<file path="src/rtl/dmi_arb_pkg.sv">
// Shared types and constants for the DMI request arbiter.
//   state_e    : arbiter FSM states (IDLE -> REQ -> WAIT_RSP -> RSP)
//   DMI_OP_*   : DMI operation encodings
//   DMI_RESP_* : DMI response encodings
//   dmi_req_t  : latched request (addr, op, data); addr is stored at the
//                widest supported width and narrowed at the DM-side port
//   make_req   : builds a dmi_req_t from individual fields
package dmi_arb_pkg;

    typedef enum logic [1:0] {
        IDLE     = 2'd0,
        REQ      = 2'd1,
        WAIT_RSP = 2'd2,
        RSP      = 2'd3
    } state_e;

    localparam logic [1:0] DMI_OP_NOP   = 2'd0;
    localparam logic [1:0] DMI_OP_READ  = 2'd1;
    localparam logic [1:0] DMI_OP_WRITE = 2'd2;

    localparam logic [1:0] DMI_RESP_OK     = 2'd0;
    localparam logic [1:0] DMI_RESP_FAILED = 2'd2;
    localparam logic [1:0] DMI_RESP_BUSY   = 2'd3;

    localparam int DMI_ADDR_MAX_W = 32;

    typedef struct packed {
        logic [DMI_ADDR_MAX_W-1:0] addr;
        logic [1:0]                op;
        logic [31:0]               data;
    } dmi_req_t;

    function automatic dmi_req_t make_req(input logic [DMI_ADDR_MAX_W-1:0] addr,
                                          input logic [1:0]                op,
                                          input logic [31:0]               data);
        dmi_req_t r;
        r.addr = addr;
        r.op   = op;
        r.data = data;
        return r;
    endfunction

endpackage

</file>
<file path="src/rtl/dmi_arb_rr.sv">
// Two-way round-robin picker.
//   valid_i[1:0] : request valids of requester 1 and 0
//   last_i       : id of the most recent winner
//   grant_o      : some requester is valid
//   id_o         : winning requester id (only meaningful when grant_o=1)
// With a single valid requester it wins outright; with both valid, the one
// that did not win last time is chosen.
module dmi_arb_rr (
    input  logic [1:0] valid_i,
    input  logic       last_i,
    output logic       grant_o,
    output logic       id_o
);

    always_comb begin
        grant_o = |valid_i;
        case (valid_i)
            2'b01:   id_o = 1'b0;
            2'b10:   id_o = 1'b1;
            2'b11:   id_o = ~last_i;
            default: id_o = 1'b0;
        endcase
    end

endmodule

</file>
<file path="src/rtl/dmi_req_arbiter.sv">
// Shares the single DMI request/response port of the debug module between
// requester 0 (JTAG DTM) and requester 1 (direct DMI/DPI tap). One
// transaction is outstanding at a time; the response is routed back to the
// host that was granted.
//
// Ports:
//   clk_i, rst_i                 : clock, asynchronous active-high reset
//   reqN_valid/ready/addr/op/data: request channel from host N (N = 0, 1)
//   rspN_valid/ready/data/resp   : response channel back to host N
//   dmi_req_*                    : request channel to the debug module
//   dmi_rsp_*                    : response channel from the debug module
//
// Optional feature, macro DMI_ARB_TIMEOUT_EN: a watchdog turns a DM access
// that does not answer within TIMEOUT WAIT_RSP cycles into a FAILED
// response. The late DM answer is then swallowed (stale_q) before any new
// grant is made.
module dmi_req_arbiter
    import dmi_arb_pkg::*;
#(
    parameter int ADDR_W  = 7,
    parameter int TIMEOUT = 1024
) (
    input  logic              clk_i,
    input  logic              rst_i,

    input  logic              req0_valid_i,
    output logic              req0_ready_o,
    input  logic [ADDR_W-1:0] req0_addr_i,
    input  logic [1:0]        req0_op_i,
    input  logic [31:0]       req0_data_i,
    output logic              rsp0_valid_o,
    input  logic              rsp0_ready_i,
    output logic [31:0]       rsp0_data_o,
    output logic [1:0]        rsp0_resp_o,

    input  logic              req1_valid_i,
    output logic              req1_ready_o,
    input  logic [ADDR_W-1:0] req1_addr_i,
    input  logic [1:0]        req1_op_i,
    input  logic [31:0]       req1_data_i,
    output logic              rsp1_valid_o,
    input  logic              rsp1_ready_i,
    output logic [31:0]       rsp1_data_o,
    output logic [1:0]        rsp1_resp_o,

    output logic              dmi_req_valid_o,
    input  logic              dmi_req_ready_i,
    output logic [ADDR_W-1:0] dmi_req_addr_o,
    output logic [1:0]        dmi_req_op_o,
    output logic [31:0]       dmi_req_data_o,
    input  logic              dmi_rsp_valid_i,
    output logic              dmi_rsp_ready_o,
    input  logic [31:0]       dmi_rsp_data_i,
    input  logic [1:0]        dmi_rsp_resp_i
);

    state_e      state_q, state_d;
    logic        last_q, last_d;
    logic        gnt_id_q, gnt_id_d;
    dmi_req_t    gnt_req_q, gnt_req_d;
    logic [31:0] rsp_data_q, rsp_data_d;
    logic [1:0]  rsp_resp_q, rsp_resp_d;

    logic        rr_grant, rr_id;
    logic        stale;
    logic        accept;
    logic        rsp_ready_sel;
    dmi_req_t    req0_pkt, req1_pkt;

    assign req0_pkt = make_req(DMI_ADDR_MAX_W'(req0_addr_i), req0_op_i, req0_data_i);
    assign req1_pkt = make_req(DMI_ADDR_MAX_W'(req1_addr_i), req1_op_i, req1_data_i);

    dmi_arb_rr u_rr (
        .valid_i ({req1_valid_i, req0_valid_i}),
        .last_i  (last_q),
        .grant_o (rr_grant),
        .id_o    (rr_id)
    );

    assign accept        = (state_q == IDLE) && !stale && rr_grant;
    assign rsp_ready_sel = gnt_id_q ? rsp1_ready_i : rsp0_ready_i;

    // Only the low ADDR_W bits of the stored address ever reach the DM.
    logic unused_addr_ok;
    assign unused_addr_ok = ^gnt_req_q.addr;

`ifdef DMI_ARB_TIMEOUT_EN
    localparam int                CNT_W    = (TIMEOUT > 1) ? $clog2(TIMEOUT) : 1;
    localparam logic [CNT_W-1:0]  CNT_LAST = CNT_W'(TIMEOUT - 1);

    logic [CNT_W-1:0] cnt_q, cnt_d;
    logic             stale_q, stale_d;

    assign stale = stale_q;
`else
    logic unused_timeout_ok;
    assign unused_timeout_ok = (TIMEOUT < 1);
    assign stale = 1'b0;
`endif

    // State register
    always_ff @(posedge clk_i or posedge rst_i) begin
        if (rst_i) begin
            state_q    <= IDLE;
            last_q     <= 1'b1;
            gnt_id_q   <= 1'b0;
            gnt_req_q  <= '0;
            rsp_data_q <= '0;
            rsp_resp_q <= '0;
        end else begin
            state_q    <= state_d;
            last_q     <= last_d;
            gnt_id_q   <= gnt_id_d;
            gnt_req_q  <= gnt_req_d;
            rsp_data_q <= rsp_data_d;
            rsp_resp_q <= rsp_resp_d;
        end
    end

`ifdef DMI_ARB_TIMEOUT_EN
    always_ff @(posedge clk_i or posedge rst_i) begin
        if (rst_i) begin
            cnt_q   <= '0;
            stale_q <= 1'b0;
        end else begin
            cnt_q   <= cnt_d;
            stale_q <= stale_d;
        end
    end
`endif

    // Next-state logic
    always_comb begin
        state_d    = state_q;
        last_d     = last_q;
        gnt_id_d   = gnt_id_q;
        gnt_req_d  = gnt_req_q;
        rsp_data_d = rsp_data_q;
        rsp_resp_d = rsp_resp_q;
`ifdef DMI_ARB_TIMEOUT_EN
        cnt_d      = cnt_q;
        stale_d    = stale_q;
`endif
        case (state_q)
            IDLE: begin
                if (accept) begin
                    state_d   = REQ;
                    last_d    = rr_id;
                    gnt_id_d  = rr_id;
                    gnt_req_d = rr_id ? req1_pkt : req0_pkt;
                end
            end
            REQ: begin
                if (dmi_req_ready_i) begin
                    state_d = WAIT_RSP;
`ifdef DMI_ARB_TIMEOUT_EN
                    cnt_d   = '0;
`endif
                end
            end
            WAIT_RSP: begin
                if (dmi_rsp_valid_i) begin
                    state_d    = RSP;
                    rsp_data_d = dmi_rsp_data_i;
                    rsp_resp_d = dmi_rsp_resp_i;
                end
`ifdef DMI_ARB_TIMEOUT_EN
                else if (cnt_q == CNT_LAST) begin
                    state_d    = RSP;
                    rsp_data_d = '0;
                    rsp_resp_d = DMI_RESP_FAILED;
                    stale_d    = 1'b1;
                    cnt_d      = '0;
                end else begin
                    cnt_d = cnt_q + 1'b1;
                end
`endif
            end
            RSP: begin
                if (rsp_ready_sel) begin
                    state_d = IDLE;
                end
            end
            default: state_d = IDLE;
        endcase
`ifdef DMI_ARB_TIMEOUT_EN
        // stale_q can only be set in RSP or IDLE (IDLE stops granting while
        // it is set), so this never competes with the REQ/WAIT_RSP counter use.
        if (stale_q) begin
            if (dmi_rsp_valid_i || (cnt_q == CNT_LAST)) begin
                stale_d = 1'b0;
                cnt_d   = '0;
            end else begin
                cnt_d = cnt_q + 1'b1;
            end
        end
`endif
    end

    // Output logic
    always_comb begin
        req0_ready_o    = 1'b0;
        req1_ready_o    = 1'b0;
        dmi_req_valid_o = 1'b0;
        dmi_req_addr_o  = '0;
        dmi_req_op_o    = '0;
        dmi_req_data_o  = '0;
        dmi_rsp_ready_o = (state_q == WAIT_RSP) || stale;
        rsp0_valid_o    = 1'b0;
        rsp0_data_o     = '0;
        rsp0_resp_o     = '0;
        rsp1_valid_o    = 1'b0;
        rsp1_data_o     = '0;
        rsp1_resp_o     = '0;

        // Ready is combinational from the valids, so it must be masked
        // while reset holds the FSM in IDLE.
        if (accept && !rst_i) begin
            req0_ready_o = !rr_id;
            req1_ready_o = rr_id;
        end

        if (state_q == REQ) begin
            dmi_req_valid_o = 1'b1;
            dmi_req_addr_o  = gnt_req_q.addr[ADDR_W-1:0];
            dmi_req_op_o    = gnt_req_q.op;
            dmi_req_data_o  = gnt_req_q.data;
        end

        if (state_q == RSP) begin
            if (gnt_id_q) begin
                rsp1_valid_o = 1'b1;
                rsp1_data_o  = rsp_data_q;
                rsp1_resp_o  = rsp_resp_q;
            end else begin
                rsp0_valid_o = 1'b1;
                rsp0_data_o  = rsp_data_q;
                rsp0_resp_o  = rsp_resp_q;
            end
        end
    end

endmodule

</file>
<file path="config.mk">
export PLATFORM = sky130hd
export DESIGN_NAME = dmi_req_arbiter
export DESIGN_NICKNAME = d
export VERILOG_FILES = /design/src/rtl/dmi_arb_pkg.sv /design/src/rtl/dmi_arb_rr.sv /design/src/rtl/dmi_req_arbiter.sv
export SDC_FILE = /design/constraint.sdc
export NUM_CORES = 1
export LEC_CHECK = 0
export BUFFER_PORTS_ARGS = -buffer_cell sky130_fd_sc_hd__buf_2
export CAP_MARGIN = 10
export CORE_UTILIZATION = 46
export CTS_BUF_LIST = sky130_fd_sc_hd__clkbuf_4
export DETAILED_ROUTE_END_ITERATION = 12
export PLACE_DENSITY_LB_ADDON = 0.3
export SLEW_MARGIN = 20
export SYNTH_ARGS = -nofsm -noshare
export SYNTH_HDL_FRONTEND = slang
export SYNTH_SLANG_ARGS = --single-unit
</file>
<file path="constraint.sdc">
create_clock -name clk_i -period 2.45 [get_ports clk_i]
set_clock_uncertainty 0.15 [all_clocks]
set_input_delay 0 -clock clk_i [delete_from_list [all_inputs] [get_ports clk_i]]
set_output_delay 0 -clock clk_i [all_outputs]
set_load 0.02 [all_outputs]
</file>
==> impl_metrics.yaml <==
run_status:
  status: "completed"
timing:
  max_slew_margin_pct: 51.05
  fmax_mhz: 430.4
  finalMaxSlewViolations: 0
  setup_viol: 0
  hold_viol_final: 0
  tightest_slew_ps: 731.5
  rsz0062_at_grt: "no"
  tns_ps: 0
  period_share_pct: 94.84
  finalCriticalPeriod_ps: 2324
floorplan:
  io_pins: 239
  die_w_um: 97.26
  die_area_um2: 9459
  start_util_pct: 47.63
  num_rows: 34
  coreArea_um2: 8763
  die_h_um: 97.26
synth:
  synth-edff-count: 0
  yosys_warnings: 0
  syn_avg_cell_area_um2: 10.33
  synth_top_family_by_area: "simple AND/OR/NAND/NOR gates"
  yosys.cell_types.count: 28
  syn_nets: 532
  synth.most_common_cell: "dfrtp_1"
  syn_inst: 404
  yosys.area_share.simple_pct: 21.01
  ys_seq_area_share_pct: 47.39
  yosys.area.top_type_share_pct: 46.76
  yosys-top-cells-count: "78 x dfrtp_1, 76 x and2_1, 44 x nand2_1"
  syn_area_um2: 4174
  muxShareOfSynthArea_pct: 19.51
  synth.largest_area_cell: "dfrtp_1"
  synth_area_leaders: "dfrtp_1 47%, and2_1 11%, mux2i_1 10%, mux2_2 9.2%, and3_1 5.1%"
  synthFlopType: "dfrtp_1"
  synthAdderAreaFrac_pct: 1.199
  synth_compound_area_share_pct: 6.385
  synth_xor_area_share_pct: 0
  ys_ff_latch: 79
  ys_async_sr_fraction_pct: 100.0
grt:
  grt_overflow_total: 0
  grt_pass1_wl_um: 21690
  grt-busiest-layer: "met2"
  grt_pass1_vias: 4561
  antenna_found_initial: 0
  gr-usage-met1_pct: 32.27
  grt_max_degree: 57
  grt_util_met3_pct: 6.547
  use_met2_pct: 52.33
  track_usage_pct: 28.50
setup_path:
  worstPathMaxFanout: 11
  worstPathArrival_ps: 2520
  worstPathRequired_ps: 2650
  start_kind: "flop"
  path_class: "reg -> reg"
  worstSetupEndpointType: "flop"
place:
  io_buffer_count: 238
  hpwlAfterDp_um: 7547
  placed_area_um2: 5441
  place.gp.congestion: 0.7815
  placedCellCount: 725
detailed_routing:
  ant_nets: 0
  drt_iter0_markers: 132
  wire_per_inst_um: 15.27
  first_pass_iters: 4
  wl_um: 13250
  drc: 0
  vias_per_cell: 5.104
  dr_total_vias: 4430
finish:
  n_fill_cell: 543
  antennaDiodeCount: 0
  nets: 884
  fin_area_um2: 6895
  final_cells: 868
  area_growth_pct: 65.20
  layout-drive-gt1-share_pct: 39.87
clock_tree:
  clockRootBuffer: "clkbuf_4"
  clk_pin_slew_worst_paths_ps: 120
  numClockSinks: 79
  cts_tree: "done"
  cts_made_buffers: 9
  htree_levels: 3
  clk_latency_ps: 400
  clk_path_buf_depth: 2
power_and_ir_drop:
  leakage_nw: 3.760
  powerDensity_nw_per_um2: 1001
  vdd_drop_max_uv: 490.0
job:
  max_cap_violations: 0
min_path:
  hold_path.class: "in -> async"
## cells by family (layout without fill, tap and decap cells)
kind of cell               after synthesis  after routing
and+or+nand+nor                        158            158
DFF                                     79             79
muxes                                   77             77
AOI/OAI and AO/OA                       49             49
buffers and inverters                   37            393
adders and majority gates                4              4
## final cells by class
| type | instances | area [µm²] | area share (%) |
|---|---|---|---|
| clock inverter | 4 | 95.09 | 1.379 |
| multi-input combinational | 288 | 2028 | 29.41 |
| tap | 108 | 135.1 | 1.960 |
| timing repair buffer | 373 | 2555 | 37.05 |
| inverter | 5 | 20.02 | 0.2903 |
| sequential | 79 | 1979 | 28.71 |
| clock buffer | 11 | 82.58 | 1.198 |
## cells in the final DEF, fill, tap and decap left out, drive strengths merged
cell type    instances
a211oi               1
a21boi               1
a21oi                1
a222oi               1
a22o                 1
a22oi                1
a31oi                1
and2                76
and2b                1
and3                34
buf                248
bufinv               3
clkbuf              11
clkinv               2
dfrtp               78
dfstp                1
dlygate4sd3        125
ha                   4
inv                  4
mux2                35
mux2i               42
nand2               44
nor2                 1
nor3                 1
nor3b                1
o21ai               42
## report_power, final
part	leakage [nW]	total, W	switching (W)	internal [W]
clock network	0.0969	0.000963	0.000429	0.000534
registers	0.954	0.00238	0.000415	0.00197
logic	2.71	0.00356	0.00199	0.00157
total	3.76	0.00690	0.00284	0.00406
## worst max-delay path: stages, from the launching register on
cell	delay [ps]
dfrtp_2	500
mux2i_1	140
dlygate4sd3_1	560
nand2_1	90
nand2_1	80
a22oi_1	190
dlygate4sd3_1	570
## per-stage QoR
| step | util, % | total power (W) | setup WS, ps | hold WS [ps] |
|---|---|---|---|---|
| global route | 78.68 | 0.007357 | 6.934 | 67.86 |
| CTS | 78.40 | 0.006795 | 68.34 | 43.26 |
| floorplan | - | 0.004575 | 278.3 | -80.03 |
| detailed placement | 62.09 | 0.005553 | 628.8 | -49.69 |
| global placement | 62.09 | 0.005415 | 700.2 | -56.21 |
| finish | 78.68 | 0.006902 | 126.5 | 43.79 |
## state kept, by name, indices dropped and copies added (netlist names)
| signal | count |
|---|---|
| rsp_data_q | 32 |
| gnt_req_q | 41 |
| gnt_id_q | 1 |
| state_q | 2 |
| rsp_resp_q | 2 |
| last_q | 1 |
## routing by layer
layer  vias to the layer above  routed length (µm)
met2                       220                6820
met1                      2106                5227
met5                         -                   0
met4                         0                 378
met3                        33                 824
li1                       2071                   -
## timing repair
action / in CTS / in global routing
hold endpoints to repair: 157 / 0
resized for setup: 0 / 2
hold buffers: 125 / 0
endpoints found under the setup margin: 0 / 4
buffers inserted: 0 / 3
## worst paths after layout
path / from / endpoint / slack (ps) / cells past startpoint
max: gnt_id_q$_DFFE_PP0P_ / state_q[0]$_DFFE_PP0P_ / 130 / 6
min: rst_i / rsp_data_q[3]$_DFFE_PP0P_ / 40 / 3
max reg2reg: gnt_id_q$_DFFE_PP0P_ / state_q[0]$_DFFE_PP0P_ / 130 / 6
min reg2reg: gnt_req_q[36]$_DFFE_PP0P_ / gnt_req_q[36]$_DFFE_PP0P_ / 340 / 2
max in group asynchronous: rst_i / last_q$_DFFE_PP1P_ / 1410 / 4
min in group clk_i: dmi_rsp_data_i[22] / rsp_data_q[22]$_DFFE_PP0P_ / 200 / 3
Note: power is estimated with default switching activity, not from simulation.
